===== config.mk =====
export PLATFORM = sky130hd
export DESIGN_NAME = ifetch_flat
export DESIGN_NICKNAME = d
export VERILOG_FILES = /design/src/rtl/ifetch_if.sv /design/src/rtl/ifetch.sv /design/src/flat_wrapper.sv
export SDC_FILE = /design/constraint.sdc
export NUM_CORES = 1
export LEC_CHECK = 0
export CAP_MARGIN = 20
export CORE_ASPECT_RATIO = 1.75
export CORE_MARGIN = 5
export CORE_UTILIZATION = 33
export CTS_BUF_LIST = sky130_fd_sc_hd__clkbuf_4
export DETAILED_ROUTE_END_ITERATION = 16
export GPL_TIMING_DRIVEN = 0
export PLACE_DENSITY = 0.61
export SKIP_LAST_GASP = 1
export SYNTH_ARGS = -nofsm -noshare
export SYNTH_HDL_FRONTEND = slang
export SYNTH_SLANG_ARGS = --single-unit
export TNS_END_PERCENT = 30

===== constraint.sdc =====
create_clock -name clk -period 2.6 [get_ports clk]
set_clock_uncertainty 0.2 [all_clocks]
set_input_delay 0.78 -clock clk [delete_from_list [all_inputs] [get_ports clk]]
set_output_delay 0.78 -clock clk [all_outputs]
set_load 0.01 [all_outputs]

===== src/rtl/ifetch_if.sv =====
// ---------------------------------------------------------------------------
// ifetch_if
// Read-only instruction-memory bus between the fetch stage and memory.
//   imem_req    fetch stage -> memory  read request
//   imem_addr   fetch stage -> memory  word address (ADDR_W bits)
//   imem_rdata  memory -> fetch stage  read data, meaningful with imem_ack
//   imem_ack    memory -> fetch stage  completes the outstanding read
// Modports: master = fetch stage, slave = memory.
// ---------------------------------------------------------------------------
interface ifetch_if #(
  parameter int ADDR_W = 16
);
  logic              imem_req;
  logic [ADDR_W-1:0] imem_addr;
  logic [31:0]       imem_rdata;
  logic              imem_ack;

  modport master (
    output imem_req,
    output imem_addr,
    input  imem_rdata,
    input  imem_ack
  );

  modport slave (
    input  imem_req,
    input  imem_addr,
    output imem_rdata,
    output imem_ack
  );
endinterface


===== src/rtl/ifetch.sv =====
// ---------------------------------------------------------------------------
// ifetch
// Instruction fetch stage for the SISC processor. Holds the program counter,
// reads instruction memory over a req/ack handshake, and latches the word
// into the instruction register feeding the sisc datapath.
//   clk, rst_f        clock, asynchronous active-high reset
//   imem              instruction-memory bus (ifetch_if.master)
//   ir_ld             controller: current instruction done, fetch next
//   br_taken, br_rel  controller: redirect PC (relative or absolute)
//   br_imm            branch immediate
//   halt              controller: stop fetching (wins over br_taken)
//   instruction       instruction register
//   ir_valid          instruction holds a fetched, unconsumed word
//   pc                address of the next word to fetch
//   fetch_err         one-cycle pulse when memory fails to ack in time
//   halted            stage has stopped; only reset leaves this
// ---------------------------------------------------------------------------
module ifetch #(
  parameter int                ADDR_W   = 16,
  parameter logic [ADDR_W-1:0] RESET_PC = '0,
  parameter int                WAIT_MAX = 15
) (
  input  logic              clk,
  input  logic              rst_f,
  ifetch_if.master          imem,
  input  logic              ir_ld,
  input  logic              br_taken,
  input  logic              br_rel,
  input  logic [15:0]       br_imm,
  input  logic              halt,
  output logic [31:0]       instruction,
  output logic              ir_valid,
  output logic [ADDR_W-1:0] pc,
  output logic              fetch_err,
  output logic              halted
);

  // The wait counter must be able to hold WAIT_MAX itself.
  localparam int CNT_W = (WAIT_MAX < 2) ? 1 : $clog2(WAIT_MAX + 1);
  localparam int EXT_W = ADDR_W + 16;
  localparam logic [CNT_W-1:0] CNT_LIMIT = CNT_W'(WAIT_MAX);

  typedef enum logic [1:0] {
    IDLE,
    FETCH,
    HOLD,
    HALTED
  } state_t;

  state_t            state, state_d;
  logic [CNT_W-1:0]  wait_cnt, wait_cnt_d;
  logic [ADDR_W-1:0] pc_d;
  logic [ADDR_W-1:0] pc_inc;
  logic [ADDR_W-1:0] br_rel_tgt;
  logic [ADDR_W-1:0] br_abs_tgt;
  logic [31:0]       instruction_d;
  logic              ir_valid_d;
  logic              fetch_err_d;

  // The PC is already post-incremented when a branch is resolved in HOLD, so
  // the relative target is simply pc + sign-extended immediate, modulo 2^ADDR_W.
  assign pc_inc     = pc + ADDR_W'(1);
  assign br_rel_tgt = pc + ADDR_W'(EXT_W'(signed'(br_imm)));
  assign br_abs_tgt = ADDR_W'(br_imm);

  // Bus and status outputs are decoded from the registered state only.
  assign imem.imem_req  = (state == FETCH);
  assign imem.imem_addr = pc;
  assign halted         = (state == HALTED);

  // Next-state and next-register logic. A missing ack in the limit cycle
  // raises the error pulse and restarts the count while the request stays
  // up at the same address; an ack in that same cycle wins.
  always_comb begin
    state_d       = state;
    pc_d          = pc;
    instruction_d = instruction;
    ir_valid_d    = ir_valid;
    wait_cnt_d    = wait_cnt;
    fetch_err_d   = 1'b0;

    case (state)
      IDLE: begin
        state_d = FETCH;
      end

      FETCH: begin
        if (imem.imem_ack) begin
          instruction_d = imem.imem_rdata;
          ir_valid_d    = 1'b1;
          pc_d          = pc_inc;
          wait_cnt_d    = '0;
          state_d       = HOLD;
        end else if (wait_cnt == CNT_LIMIT) begin
          fetch_err_d = 1'b1;
          wait_cnt_d  = '0;
        end else begin
          wait_cnt_d = wait_cnt + CNT_W'(1);
        end
      end

      HOLD: begin
        if (ir_ld) begin
          ir_valid_d = 1'b0;
          if (halt) begin
            state_d = HALTED;
          end else begin
            state_d = FETCH;
            if (br_taken) begin
              pc_d = br_rel ? br_rel_tgt : br_abs_tgt;
            end
          end
        end
      end

      HALTED: begin
        ir_valid_d = 1'b0;
      end

      default: begin
        state_d = IDLE;
      end
    endcase
  end

  // State and datapath registers. Reset aborts any outstanding request at
  // once because imem_req is decoded from the state register.
  always_ff @(posedge clk or posedge rst_f) begin
    if (rst_f) begin
      state       <= IDLE;
      pc          <= RESET_PC;
      instruction <= 32'h0;
      ir_valid    <= 1'b0;
      wait_cnt    <= '0;
      fetch_err   <= 1'b0;
    end else begin
      state       <= state_d;
      pc          <= pc_d;
      instruction <= instruction_d;
      ir_valid    <= ir_valid_d;
      wait_cnt    <= wait_cnt_d;
      fetch_err   <= fetch_err_d;
    end
  end

endmodule


===== src/flat_wrapper.sv =====
// flat-port wrapper written by rule: the top's interface ports become plain ports
module ifetch_flat 
#(
  parameter int                ADDR_W   = 16,
  parameter logic [ADDR_W-1:0] RESET_PC = '0,
  parameter int                WAIT_MAX = 15
)
  (clk, rst_f, ir_ld, br_taken, br_rel, br_imm, halt, instruction, ir_valid, pc, fetch_err, halted, imem_imem_req, imem_imem_addr, imem_imem_rdata, imem_imem_ack);
  ifetch_if #(.ADDR_W(ADDR_W)) imem_i ();
  input  logic clk;
  input  logic rst_f;
  input  logic ir_ld;
  input  logic br_taken;
  input  logic br_rel;
  input  logic [15:0] br_imm;
  input  logic halt;
  output logic [31:0] instruction;
  output logic ir_valid;
  output logic [ADDR_W-1:0] pc;
  output logic fetch_err;
  output logic halted;
  output wire logic [$bits(imem_i.imem_req)-1:0] imem_imem_req;
  output wire logic [$bits(imem_i.imem_addr)-1:0] imem_imem_addr;
  input wire logic [$bits(imem_i.imem_rdata)-1:0] imem_imem_rdata;
  input wire logic [$bits(imem_i.imem_ack)-1:0] imem_imem_ack;
  assign imem_imem_req = imem_i.imem_req;
  assign imem_imem_addr = imem_i.imem_addr;
  assign imem_i.imem_rdata = imem_imem_rdata;
  assign imem_i.imem_ack = imem_imem_ack;
  ifetch #(.ADDR_W(ADDR_W), .RESET_PC(RESET_PC), .WAIT_MAX(WAIT_MAX)) u_core (.clk(clk), .rst_f(rst_f), .imem(imem_i), .ir_ld(ir_ld), .br_taken(br_taken), .br_rel(br_rel), .br_imm(br_imm), .halt(halt), .instruction(instruction), .ir_valid(ir_valid), .pc(pc), .fetch_err(fetch_err), .halted(halted));
endmodule

==> key figures <==
Layout
  – Area delta synth->final: 48.6%
  – Layout cell share with drive strength beyond 1: 0.243
  – Layout fillers: 1011
  – Post-route insts no fill: 645
  – Nets: between 500 and 600

Placement
  – GP Congestion: 0.849
  – Dpl cells: 621
  – DP HPWL: 8470 µm
  – Placement Setup Slack: -1.09 ns
  – PortBufs: 120

CTS
  – Root Driver: clkbuf_4
  – CTS max path bufs: 2
  – CTS clk-pin slew, worst paths: around 0.17 ns
  – CTS tree: done
  – H-tree depth: 2
  – Hold_buf cts: 0
  – CTS sink cnt: 56
  – Num CTS Buffers: 5
  – Worst-Skew Late Latency: ~0.41 ns

Route
  – DRT Wirelength: 11000 µm
  – Drc violations: 0
  – Antenna Nets Post-Route: 0
  – Total number of vias: 3460
  – DR WL/cell: ~17 µm
  – Vias/cell: 5.36
  – Drt pass-1 iters: 4
  – Detailed router's first-iteration violation count: between 150 and 200

Floorplanning
  – # IOs: approximately 120
  – Die area: ~13000 µm²
  – Cell row count: 50
  – Die H: 149 µm
  – Total core area: about 11000 µm²
  – Chip width: between 80 and 90 µm
  – Initial Utilization: 0.338

Worst setup path
  – Cell chain of the critical path: buf_4, clkdlybuf4s50_1
  – Crit Path Category: reg2out
  – CP required: around 1.6 ns
  – Largest stage delay, worst path: just under 0.6 ns
  – CP startpoint kind: flip-flop
  – Crit. End Element: primary output
  – WP data arrival: around 1.7 ns
  – Worst R2R Start: u_core.imem.imem_addr[0]
  – Slowest-stage cell, CP: dfrtp_1
  – Worst Path Buf+Inv: 2
  – Critical-path maximum fanout: 8
  – Reg2Reg Setup Slack: 0.01 ns
  – CP delay by family, top: buffers and inverters
  – Crit. Startpoint: u_core.imem.imem_addr[5]

Global routing
  – Pin count of the biggest net entering global routing: 35
  – Gr usage total: 0.162
  – First-pass GRT wire length: approximately 17000 µm
  – Total gr overflow: 0
  – Antenna violations before repair: 1
  – Vias in the first global route: approximately 3500

Power
  – Comb power frac: 0.667
  – Leak: 0.00221 µW
  – P_sw: between 2000 and 3000 µW
  – Sw Share: 0.411
  – Seq pwr share: 0.269
  – Int Power: roughly 3800 µW
  – Cell Pwr Density: 1190 nW/µm²
  – Worst VDD drop: between 500 and 600 µV
  – Clk pwr share: 0.064
  – Power, Total: roughly 6400 µW

Logic synthesis
  – Post-synth ARST share: 1.00
  – Top FF cell, synth: dfrtp_1
  – Distinct cell type count after synthesis: slightly above 60
  – Top-count cell post-synth: dfrtp_1
  – Syn Area/Cell: 9.82 µm²
  – Synthesized flop and latch total: 56
  – Syn_nets: roughly 450
  – Area leader, netlist: dfrtp_1
  – Yosys top cell area share: 0.386
  – Yosys warns: 0
  – Post-synthesis instance total: 370
  – Number of synthesized flops with an enable pin: 0
  – Post-synth top cells: dfrtp_1, mux2_2, a21oi_1
  – Synth area leaders: dfrtp_1, mux2_2, ha_1
  – Seq/Total Area, Yosys: 0.386
  – Synth Cell Area: ~3600 µm²

Timing
  – Setup TNS: -0.249 ns
  – Final setup vio count: 5
  – Slew @ Worst Pin: 0.724 ns
  – Hold Slack: about 0.32 ns
  – Tcrit/Tclk final: 1.03
  – Period minus WS final: ~2.7 ns
  – Final Hold Fails: 0
  – Peak Freq: ~0.37 GHz
  – Unrepaired setup endpoints after global routing: true
  – Final Max Tran Viols: 0
  – Slew Limit Headroom: 0.516
  – Setup ws final: -0.0679 ns

Status
  – Status: finished, violations left
  – Failing checks: negative setup slack

Min path
  – Worst hold path type: reg2reg
  – Hold Crit Start: u_core.instruction[28]

Run
  – Max cap viols: 0
-- cells by family after synthesis --
| logic type | after synthesis | synth area share |
|---|---|---|
| fa+ha+maj | 24 | 0.0847 |
| buf+inv | 47 | 0.0692 |
| xor+xnor | 14 | 0.0337 |
| flops | 56 | 0.386 |
| mux | 39 | 0.119 |
| compound gates | 105 | 0.192 |
| simple gates | 85 | 0.116 |
-- cell type report --
cell class                 instances  area (µm²)  area share
clock inverter                     3        21.3     0.00394
tap                              130         163      0.0301
timing repair buffer             137        1320       0.244
inverter                          14        52.6     0.00973
antenna                            1        2.50    0.000463
multi-input combinational        267        2190       0.406
buffer                            32         205      0.0380
clock buffer                       5        37.5     0.00695
sequential                        56        1410       0.261
-- placed cells by master (no fill, tap or decap), types with 6 or more instances in the layout --
master / Yosys / final
clkdlybuf4s50_1: 0 / 108
dfrtp_1: 56 / 50
buf_4: 17 / 33
mux2_2: 33 / 33
nand2_1: 27 / 27
a21oi_1: 32 / 27
o21ai_0: 17 / 16
nor2_1: 16 / 16
inv_1: 13 / 12
nand3_1: 12 / 12
ha_1: 23 / 12
xnor2_1: 10 / 10
ha_4: 0 / 10
a31oi_1: 8 / 8
buf_2: 7 / 7
a21o_1: 6 / 6
and3_1: 6 / 6
a21oi_2: 1 / 6
clkbuf_4: 0 / 6
mux2i_1: 6 / 6
dlygate4sd2_1: 0 / 6
dfrtp_2: 0 / 6
-- per-layer routing --
layer / wire (µm) / track usage / vias to the layer above
met5: 0 / 0 / -
met4: 248 / 0.0656 / 0
met3: 666 / 0.0205 / 19
met2: 6120 / 0.309 / 124
met1: 3990 / 0.172 / 1680
li1: - / - / 1637
-- state kept, by name, summed over array words and instances (netlist names) --
name	flops
u_core.state	2
u_core.instruction	32
u_core.fetch_err	1
u_core.ir_valid	1
u_core.wait_cnt	4
u_core.imem.imem_addr	16
-- path summary, 6_finish.rpt --
kind	end	cells after the start
setup / recovery	pc[5]	2
hold / removal	u_core.instruction[28]	1
setup reg to reg	u_core.imem.imem_addr[12]	8
hold reg to reg	u_core.instruction[28]	1
max in group asynchronous	u_core.imem.imem_addr[1]	3
min in group asynchronous	u_core.fetch_err	2
-- power by group through the flow --
stage	logic, µW	registers [µW]	clock network [µW]
after floorplan	2080	1840	0
after global placement	3780	1730	0
after detailed placement	3850	1750	0
after CTS	4090	1750	431
after global routing	4650	1790	470
final	4290	1730	413
-- what timing repair did --
item | in CTS | in global routing
hold endpoints to repair | 0 | 0
buffers inserted | 6 | 10
gates resized for setup | 34 | 24
pin swaps | 16 | 13
setup endpoints to repair | 23 | 34
-- through the flow --
stage	cell area, µm²	utilization
2_1_floorplan	3650	-
3_3_place_gp	5010	0.466
3_5_place_dp	5030	0.468
4_1_cts	5260	0.489
5_1_grt	5400	0.502
6_report	5400	0.502
Power figures use the tool's default switching activity.
